<file path="src/rtl/rf_dump_ctrl_if.sv">
// Output beat stream of the register-file dump port: one {index,data} beat per
// valid/ready handshake, driven by the dump controller (master) toward debug logic.
interface rf_dump_ctrl_if #(
  parameter int AW = 3,
  parameter int DW = 16
);
  logic          out_valid;
  logic          out_ready;
  logic [AW-1:0] out_idx;
  logic [DW-1:0] out_data;

  modport master (output out_valid, output out_idx, output out_data, input out_ready);
  modport slave  (input out_valid, input out_idx, input out_data, output out_ready);
endinterface

</file>
<file path="src/rtl/rf_dump_ctrl.sv">
// Register-file dump controller: walks both RF read ports two registers per pass,
// buffers the pair and streams it out as {index,data} beats while stalling the core.
module rf_dump_ctrl #(
  parameter int NREG = 8,
  parameter int AW   = 3,
  parameter int DW   = 16
) (
  input  logic          clk,
  input  logic          rst_n,
  input  logic          start_i,
  output logic [AW-1:0] rr1_o,
  output logic [AW-1:0] rr2_o,
  input  logic [DW-1:0] rd1_i,
  input  logic [DW-1:0] rd2_i,
  output logic          stall_o,
  output logic          done_o,
  rf_dump_ctrl_if.master out_if
);
  localparam int            PW        = AW - 1;
  localparam logic [PW-1:0] LAST_PAIR = PW'(NREG / 2 - 1);

  typedef enum logic [2:0] {
    IDLE  = 3'd0,
    READ  = 3'd1,
    SEND0 = 3'd2,
    SEND1 = 3'd3,
    DONE  = 3'd4
  } state_e;

  state_e        state_q, state_d;
  logic [PW-1:0] pair_q, pair_d;
  logic [DW-1:0] buf0_q, buf0_d;
  logic [DW-1:0] buf1_q, buf1_d;

  always_ff @(posedge clk or negedge rst_n) begin
    if (!rst_n) begin
      state_q <= IDLE;
      pair_q  <= '0;
      buf0_q  <= '0;
      buf1_q  <= '0;
    end else begin
      state_q <= state_d;
      pair_q  <= pair_d;
      buf0_q  <= buf0_d;
      buf1_q  <= buf1_d;
    end
  end

  always_comb begin
    state_d = state_q;
    pair_d  = pair_q;
    buf0_d  = buf0_q;
    buf1_d  = buf1_q;
    case (state_q)
      IDLE: begin
        if (start_i) begin
          state_d = READ;
          pair_d  = '0;
        end
      end
      READ: begin
        // RD1/RD2 are combinational from RR1/RR2, so the pair is captured here.
        buf0_d  = rd1_i;
        buf1_d  = rd2_i;
        state_d = SEND0;
      end
      SEND0: begin
        if (out_if.out_ready) state_d = SEND1;
      end
      SEND1: begin
        if (out_if.out_ready) begin
          if (pair_q == LAST_PAIR) begin
            state_d = DONE;
          end else begin
            pair_d  = pair_q + PW'(1);
            state_d = READ;
          end
        end
      end
      DONE: begin
        state_d = IDLE;
        pair_d  = '0;
      end
      default: begin
        state_d = IDLE;
        pair_d  = '0;
      end
    endcase
  end

  always_comb begin
    rr1_o            = {pair_q, 1'b0};
    rr2_o            = {pair_q, 1'b1};
    stall_o          = (state_q != IDLE);
    done_o           = (state_q == DONE);
    out_if.out_valid = (state_q == SEND0) || (state_q == SEND1);
    out_if.out_idx   = {pair_q, state_q == SEND1};
    out_if.out_data  = (state_q == SEND1) ? buf1_q : buf0_q;
  end
endmodule

</file>
<file path="src/flat_wrapper.sv">
// flat-port wrapper written by rule: the top's interface ports become plain ports
module rf_dump_ctrl_flat 
#(
  parameter int NREG = 8,
  parameter int AW   = 3,
  parameter int DW   = 16
)
  (clk, rst_n, start_i, rr1_o, rr2_o, rd1_i, rd2_i, stall_o, done_o, out_if_out_valid, out_if_out_idx, out_if_out_data, out_if_out_ready);
  rf_dump_ctrl_if #(.AW(AW), .DW(DW)) out_if_i ();
  input  logic clk;
  input  logic rst_n;
  input  logic start_i;
  output logic [AW-1:0] rr1_o;
  output logic [AW-1:0] rr2_o;
  input  logic [DW-1:0] rd1_i;
  input  logic [DW-1:0] rd2_i;
  output logic stall_o;
  output logic done_o;
  output wire logic [$bits(out_if_i.out_valid)-1:0] out_if_out_valid;
  output wire logic [$bits(out_if_i.out_idx)-1:0] out_if_out_idx;
  output wire logic [$bits(out_if_i.out_data)-1:0] out_if_out_data;
  input wire logic [$bits(out_if_i.out_ready)-1:0] out_if_out_ready;
  assign out_if_out_valid = out_if_i.out_valid;
  assign out_if_out_idx = out_if_i.out_idx;
  assign out_if_out_data = out_if_i.out_data;
  assign out_if_i.out_ready = out_if_out_ready;
  rf_dump_ctrl #(.NREG(NREG), .AW(AW), .DW(DW)) u_core (.clk(clk), .rst_n(rst_n), .start_i(start_i), .rr1_o(rr1_o), .rr2_o(rr2_o), .rd1_i(rd1_i), .rd2_i(rd2_i), .stall_o(stall_o), .done_o(done_o), .out_if(out_if_i));
endmodule
</file>
<file path="config.mk">
export PLATFORM = sky130hd
export DESIGN_NAME = rf_dump_ctrl_flat
export DESIGN_NICKNAME = d
export VERILOG_FILES = /design/src/rtl/rf_dump_ctrl_if.sv /design/src/rtl/rf_dump_ctrl.sv /design/src/flat_wrapper.sv
export SDC_FILE = /design/constraint.sdc
export NUM_CORES = 1
export LEC_CHECK = 0
export BUFFER_PORTS_ARGS = -buffer_cell sky130_fd_sc_hd__buf_4
export CAP_MARGIN = 25
export CORE_ASPECT_RATIO = 1.4
export CORE_MARGIN = 2
export CORE_UTILIZATION = 45
export DETAILED_ROUTE_END_ITERATION = 6
export GPL_TIMING_DRIVEN = 0
export PLACE_DENSITY = 0.74
export SYNTH_ARGS = -nofsm -noshare
export SYNTH_HDL_FRONTEND = slang
export SYNTH_SLANG_ARGS = --single-unit
</file>
<file path="constraint.sdc">
create_clock -name clk -period 1.9 [get_ports clk]
set_input_delay 0.19 -clock clk [delete_from_list [all_inputs] [get_ports clk]]
set_output_delay 0.19 -clock clk [all_outputs]
set_load 0.01 [all_outputs]
</file>
After elaboration in Yosys (flattened, before gate mapping). Index checks and enable logic that the tools add are counted.

Word-level logic and storage cells: 31. Output and inout port bits: 28. Register bits after elaboration: 37. Input bits: 36.

Equal/unequal tests: 9. Add/sub/neg operators: 1. Reduce and logical (&&, ||, !) cells: 6. Bitwise operators: 1. Multiplexer cells: 10.

Operators by type and width (number): two-way mux 16 bit (1); two-way mux 3 bit (4); one-hot mux 3 bit (4 select lines) (1); == test 3 x 2 -> 1 bit, second input constant (2); two-way mux 2 bit (3); inequality test 2 bit, second input constant (3); one-hot mux 2 bit (3 select lines) (1); AND reduction 4 bit (1); == test 3 x 1 -> 1 bit, second input constant (1); == test 3 bit, second input constant (1); logical NOT 3 bit (1); AND reduction 3 bit (1); nonzero test 3 bit (1); adder 2 x 1 -> 2 bit, second input constant (1); == test 2 bit, second input constant (1); inequality test 2 x 1 -> 1 bit, second input constant (1); OR reduction 2 bit (1); logical OR 1 bit (1); inverter 1 bit (1).

Logic depth before layout (Yosys ltp). Gate-level depths: netlist of run 1.

Depth after elaboration: 4. Depth in mapped cells: 4. Mapped depth without buffers: 4.

Least setup slack after synthesis of run 1. No wires, ideal clock.

Path type: reg-to-reg. From: reg u_core.state_q[2]. To: reg u_core.buf0_q[10]. Path buffers: 2. Data required time: 1.775 ns. Setup time: 0.125 ns. Slack: 0.463 ns. Period minus slack after synthesis: 1.437 ns. Cell stages (with the launch flop): 5. Arrival: 1.312 ns. Cell sequence: dfrtp_1 > buf_2 > nor3b_4 > buf_6 > mux2_2.

Longest elaborated chain between the ends: 1.

RTL lines: start, declared (RTL line rf_dump_ctrl.sv:30) `state_e state_q, state_d;`; start signal, assigned (RTL line rf_dump_ctrl.sv:42) `state_q <= state_d;`; == test 3 x 1 -> 1 bit (RTL line rf_dump_ctrl.sv:54) `case (state_q)`; end signal, assigned (RTL line rf_dump_ctrl.sv:44) `buf0_q <= buf0_d;`; end, declared (RTL line rf_dump_ctrl.sv:32) `logic [DW-1:0] buf0_q, buf0_d;`.

Every way passes these cells. A chain may end at the register's enable or synchronous reset.

Worst setup path after layout of run 1.
From: reg u_core.state_q[2]. To: out out_if_out_data[14].

Longest elaborated chain between the ends: 2.

RTL lines: == test 3 x 2 -> 1 bit (RTL line rf_dump_ctrl.sv:98) `out_if.out_data = (state_q == SEND1) ? buf1_q : buf0_q;`; two-way mux 16 bit (RTL line rf_dump_ctrl.sv:98); end, declared (RTL line flat_wrapper.sv:21) `output wire logic [$bits(out_if_i.out_data)-1:0] out_if_out_data;`.

Every way passes these cells.

==> impl_metrics.env, run 1 <==
export IMPL_status="completed"
export IMPL_finalSetupTns_ns=0
export IMPL_drtIter0Drc=15
export IMPL_hp_class="input port to flop"
export IMPL_setup_violations=0
export IMPL_grt_max_degree=38
export IMPL_switching_share_pct=31.99
export IMPL_synth_seq_area_share_pct=52.04
export IMPL_vias_per_cell=4.983
export IMPL_p_clk_share_pct=12.1
export IMPL_overflow=0
export IMPL_register_area_sq_um=925.9
export IMPL_period_needed_ns=1.813
export IMPL_p_per_area_mw_per_mm2=1742
export IMPL_grt_pass1_vias=1281
export IMPL_cts_max_level=2
export IMPL_multi_input_area_sq_um=735.7
export IMPL_cts_sinks=37
export IMPL_final_area_sq_mm=0.002397
export IMPL_placementRows=27
export IMPL_die_h_um=78.40
export IMPL_place_ws_ns=0.2166
export IMPL_die_area_sq_mm=0.004480
export IMPL_cts_buffers_inserted=5
export IMPL_criticalPathCategory="flop to output port"
export IMPL_yosys_register_bits=37
export IMPL_hold_depth=2
export IMPL_use_met2_pct=29.20
export IMPL_dp_hpwl_um=2500
export IMPL_p_int_mw=2.840
export IMPL_fmaxAchievable_mhz=551.7
export IMPL_synth_area_sq_mm=0.001779
export IMPL_peakVddDrop_mv=1.001
export IMPL_clock_path_buffers=2
export IMPL_cp_end_kind="output port"
export IMPL_required_ns=1.71
export IMPL_dr_pass1_iters=3
export IMPL_worst_skew_pair_late_latency_ns=0.27
export IMPL_core_area_sq_mm=0.003851
export IMPL_fin_nets=231
export IMPL_syn_nets=161
export IMPL_use_met1_pct=17.68
export IMPL_fin_crit_sh_pct=95.40
export IMPL_met3_usage_pct=3.624
export IMPL_grt_pass1_wl_um=5575
export IMPL_layout_drive_gt1_share_pct=67.69
export IMPL_synth_warnings=0
export IMPL_cts_tree="yes"
export IMPL_holdWs_ns=0.1384
export IMPL_final_max_slew_viol_count=0
export IMPL_cp_arrival_ns=1.62
export IMPL_fin_skew_ns=0.001545
export IMPL_power_share_sequential_pct=33.3
export IMPL_synth_area_per_cell_sq_um=14.35
export IMPL_finalHoldViolCount=0
export IMPL_p_comb_share_pct=54.5
export IMPL_fillers=312
export IMPL_start_util_pct=46.20
export IMPL_areaGrowthSynthToFinish_pct=34.74
export IMPL_via_count=1186
export IMPL_wirelength_um=3334
export IMPL_antenna_cells=0
export IMPL_rr_worst_depth=4
export IMPL_io_pins=64
export IMPL_drv_cap=0
export IMPL_grt_use_total_pct=15.93
export IMPL_layout_setup_ws_ns=0.08745
export IMPL_path_clk_slew_ns=0.07
export IMPL_post_drt_wl_per_cell_um=14.01
export IMPL_io_buffer_count=61
export IMPL_grt_busiest_layer="met2"
export IMPL_leakage_nw=1.124
export IMPL_crit_fanout=10
export IMPL_cts_root_buffer="clkbuf_8"
export IMPL_antenna_found_initial=0
export IMPL_syn_inst=124
export IMPL_fp_dieW_um=57.14
export IMPL_startpoint_type="flop"
export IMPL_post_route_drc_count=0
export IMPL_gp_congestion=0.7061
export IMPL_synth_distinct_cells=27
export IMPL_p_sw_mw=1.336
export IMPL_total_power_mw=4.176
export IMPL_ant_nets=0
export IMPL_placed_area_sq_mm=0.002291
export IMPL_rsz0062_at_grt="no"
[worst max-delay path, stage by stage, from the launching register on]
cell and delay, ns:
dfrtp_1 0.32, clkbuf_4 0.20, nand3b_4 0.16, buf_4 0.17
mux2_2 0.35, buf_4 0.15
[layout by cell type, fill, tap and decap left out]
master         count
clkbuf_1           1
clkbuf_4           1
a21oi_1            2
nor3_1             1
mux2_2            46
a21boi_0           1
clkinv_2           2
o311ai_0           2
or3_1              1
conb_1             2
clkbuf_8           5
nand2_1            1
or3b_1             1
mux2_1             2
o22ai_1            1
or2_2              1
buf_4             69
dfrtp_1           37
or2b_1             1
nor3b_4            1
nand3_4            1
and2_1             1
dlygate4sd3_1      1
inv_1              2
nor3b_1            2
nand3b_4           1
buf_6              5
nor2_1             1
nor2b_1            1
nand4b_1           1
ha_1               1
[power by group through the flow]
stage	Sequential (mW)	Combinational, mW	Clock, mW
5_1_grt	1.44	2.48	0.562
2_1_floorplan	1.35	1.48	0
6_report	1.39	2.28	0.506
3_3_place_gp	1.37	2.23	0
3_5_place_dp	1.41	2.27	0
4_1_cts	1.40	2.31	0.526
[cell families (layout without fill, tap and decap cells)]
kind of cell    Yosys count  count (layout)  share of synthesized area, %
compound gates            6               6                         2.321
fa+ha+maj                 1               1                        0.7031
other cells               2               2                        0.4221
mux                      48              48                         30.38
buf+inv                  15              86                         6.610
flops                    37              37                         52.04
simple gates             15              15                         7.525
[final timing paths]
check,endpoint,start,slack (ns)
setup / recovery,out_if_out_data[14],u_core.state_q[2],0.09
hold reg to reg,u_core.buf1_q[13],u_core.buf1_q[13],0.49
min in group asynchronous,u_core.buf0_q[1],rst_n,0.41
hold / removal,u_core.buf1_q[13],rd2_i[13],0.14
max in group asynchronous,u_core.buf0_q[12],rst_n,1.17
setup reg to reg,u_core.buf0_q[0],u_core.state_q[2],0.32
[stage by stage]
step,cells,util (%)
final,238,62.25
after global routing,238,62.25
after CTS,238,62.09
after detailed placement,228,59.49
after global placement,228,59.49
after floorplan,124,-
[layer usage]
metal  up-vias  wire length (um)
met5         -                 0
met4         0                18
met3         2               197
met2        35              1770
met1       578              1348
li1        571                 -
[synth_stat cells]
| library cell | instances | area share [%] |
|---|---|---|
| a21boi_0 | 1 | 0.42 |
| a21oi_1 | 2 | 0.56 |
| and2_1 | 1 | 0.35 |
| buf_2 | 1 | 0.28 |
| buf_4 | 8 | 3.4 |
| buf_6 | 4 | 2.5 |
| conb_1 | 2 | 0.42 |
| dfrtp_1 | 37 | 52 |
| ha_1 | 1 | 0.70 |
| inv_1 | 2 | 0.42 |
| mux2_1 | 2 | 1.3 |
| mux2_2 | 46 | 29 |
| nand2_1 | 1 | 0.21 |
| nand3_4 | 1 | 0.98 |
| nand3b_4 | 1 | 1.1 |
| nand4b_1 | 1 | 0.49 |
| nor2_1 | 1 | 0.21 |
| nor2b_1 | 1 | 0.35 |
| nor3_1 | 1 | 0.28 |
| nor3b_1 | 2 | 0.84 |
| nor3b_4 | 1 | 1.1 |
| o22ai_1 | 1 | 0.35 |
| o311ai_0 | 2 | 0.98 |
| or2_2 | 1 | 0.35 |
| or2b_1 | 1 | 0.42 |
| or3_1 | 1 | 0.35 |
| or3b_1 | 1 | 0.49 |
[sequential cells by signal (all words and copies together), names as in the netlist]
register / flops
u_core.pair_q: 2
u_core.state_q: 3
u_core.buf0_q: 16
u_core.buf1_q: 16
[what timing repair did]
action,4_1_cts,5_1_grt
hold buffers,1,0
setup endpoints to repair,9,16
cloned,0,0
setup buffers,1,0
resized for setup,0,2
pin swaps,0,0
hold endpoints to repair,37,0
[area by class of cell]
cell class	instances	area share, %
multi-input cells	72	30.69
clock buffers	6	3.027
plain buffers	13	4.854
inverters	2	0.3132
flip-flops and latches	37	38.62
clock inverters	2	0.4175
well taps	43	2.244
repair buffers	63	19.83
No activity file was read; power rests on OpenSTA's default activity.
==> inputs of run 2 (changes only) <==
--- a/config.mk
+++ b/config.mk
@@ -9,10 +9,10 @@
 export CAP_MARGIN = 25
 export CORE_ASPECT_RATIO = 1.4
 export CORE_MARGIN = 2
-export CORE_UTILIZATION = 45
+export CORE_UTILIZATION = 31
+export CTS_BUF_LIST = sky130_fd_sc_hd__clkbuf_8
 export DETAILED_ROUTE_END_ITERATION = 6
 export GPL_TIMING_DRIVEN = 0
-export PLACE_DENSITY = 0.74
 export SYNTH_ARGS = -nofsm -noshare
 export SYNTH_HDL_FRONTEND = slang
 export SYNTH_SLANG_ARGS = --single-unit
==> impl_metrics.env, run 2 (synthesized netlist as in run 1, its figures left out) <==
export IMPL_finalSetupTns_ns=0
export IMPL_fillers=541
export IMPL_cts_max_level=2
export IMPL_core_area_sq_mm=0.005525
export IMPL_fin_crit_sh_pct=94.89
export IMPL_peakVddDrop_mv=0.7507
export IMPL_reg_top3="u_core.buf0_q x16, u_core.buf1_q x16, u_core.state_q x3"
export IMPL_drtIter0Drc=11
export IMPL_status="completed"
export IMPL_grt_pass1_vias=1238
export IMPL_leakage_nw=1.138
export IMPL_vias_per_cell=4.589
export IMPL_crit_fanout=10
export IMPL_hold_depth=2
export IMPL_antenna_cells=0
export IMPL_startpoint_type="flop"
export IMPL_instances_no_fill=263
export IMPL_cts_buffers_inserted=5
export IMPL_fin_skew_ns=0.004939
export IMPL_fmaxAchievable_mhz=554.7
export IMPL_via_count=1207
export IMPL_die_h_um=93.64
export IMPL_layout_setup_ws_ns=0.09706
export IMPL_criticalPathCategory="flop to output port"
export IMPL_cts_sinks=37
export IMPL_clock_path_buffers=2
export IMPL_place_ws_ns=0.1997
export IMPL_dr_pass1_iters=2
export IMPL_areaGrowthSynthToFinish_pct=38.12
export IMPL_utilization_pct=44.47
export IMPL_setup_violations=0
export IMPL_fin_nets=232
export IMPL_r2r_end="u_core.buf0_q[1]"
export IMPL_final_cell_mix="buf_4, mux2_2, dfrtp_1, buf_6, clkbuf_8"
export IMPL_cp_arrival_ns=1.61
export IMPL_placed_area_sq_mm=0.002322
export IMPL_r2r_start="u_core.state_q[2]"
export IMPL_post_drt_wl_per_cell_um=12.89
export IMPL_cp_end_kind="output port"
export IMPL_die_area_sq_mm=0.006370
export IMPL_hp_class="input port to flop"
export IMPL_antenna_found_initial=0
export IMPL_start_util_pct=32.20
export IMPL_wirelength_um=3391
export IMPL_io_pins=64
export IMPL_fp_dieW_um=68.03
export IMPL_cts_root_buffer="clkbuf_8"
export IMPL_startpoint="u_core.state_q[2]"
export IMPL_final_common_cell="buf_4"
export IMPL_dp_cells=253
export IMPL_layout_drive_gt1_share_pct=68.21
export IMPL_final_area_sq_mm=0.002457
export IMPL_drv_cap=0
export IMPL_required_ns=1.71
export IMPL_overflow=0
export IMPL_path_clk_slew_ns=0.07
export IMPL_placementRows=32
export IMPL_period_needed_ns=1.803
export IMPL_grt_pass1_wl_um=5526
export IMPL_r2r_slack_ns=0.33
export IMPL_worst_skew_pair_late_latency_ns=0.28
export IMPL_gp_congestion=0.6972
export IMPL_ant_nets=0
export IMPL_p_per_area_mw_per_mm2=1752
export IMPL_cts_tree="yes"
export IMPL_grt_max_degree=38
export IMPL_dp_hpwl_um=2489
export IMPL_grt_use_total_pct=12.03
export IMPL_crit_end="out_if_out_data[7]"
export IMPL_finalHoldViolCount=0
export IMPL_rsz0062_at_grt="no"
export IMPL_post_route_drc_count=0
export IMPL_io_buffer_count=61
export IMPL_rr_worst_depth=4
export IMPL_final_max_slew_viol_count=0
-- run 2: area by class of cell --
class,instances,area [sq um],area share [%]
tap,68,85.08,3.462
inverter,2,7.507,0.3055
clock buffer,5,68.82,2.800
sequential,37,925.9,37.68
multi-input combinational,72,735.7,29.94
buffer,13,116.4,4.735
timing repair buffer,64,483.0,19.65
clock inverter,2,35.03,1.426
-- run 2: how the worst min path moves through the flow --
stage	start	slack [ns]	endpoint
final	rd2_i[12]	0.12	u_core.buf1_q[12]
after global routing	rd2_i[3]	0.11	u_core.buf1_q[3]
after CTS	rd2_i[12]	0.11	u_core.buf1_q[12]
after detailed placement	rst_n	0.18	u_core.buf1_q[11]
after global placement	rst_n	0.19	u_core.buf1_q[11]
after floorplan	rst_n	-0.11	u_core.buf0_q[0]
-- run 2: repair_timing --
action	4_1_cts	5_1_grt
resized for setup	1	1
hold buffers	1	0
setup buffers	2	0
endpoints found under the hold margin	37	0
setup endpoints to repair	9	13
-- run 2: layer usage --
layer	part of all wire [%]	GRT usage, %
met2	55	20.87
met5	0	0
met1	37	12.44
met3	6.4	4.813
met4	2.0	5.000
-- run 2: worst max-delay path, cell delays in order, from the launching register on --
cell,delay [ns]
dfrtp_1,0.32
clkbuf_4,0.19
nand3b_4,0.17
buf_6,0.16
mux2_2,0.34
buf_4,0.14
-- run 2: power by group --
part           switching, mW  total, mW  leakage [nW]  internal, mW
clock                  0.266      0.647        0.0540         0.381
sequential             0.196       1.38         0.438          1.18
combinational          0.864       2.28         0.645          1.42
-- run 2: stage by stage --
| step | hold slack [ns] | power (mW) |
|---|---|---|
| 3_3_place_gp | 0.1882 | 3.659 |
| 2_1_floorplan | -0.1056 | 2.829 |
| 4_1_cts | 0.1076 | 4.414 |
| 5_1_grt | 0.1136 | 4.644 |
| 6_report | 0.1175 | 4.306 |
| 3_5_place_dp | 0.1839 | 3.687 |
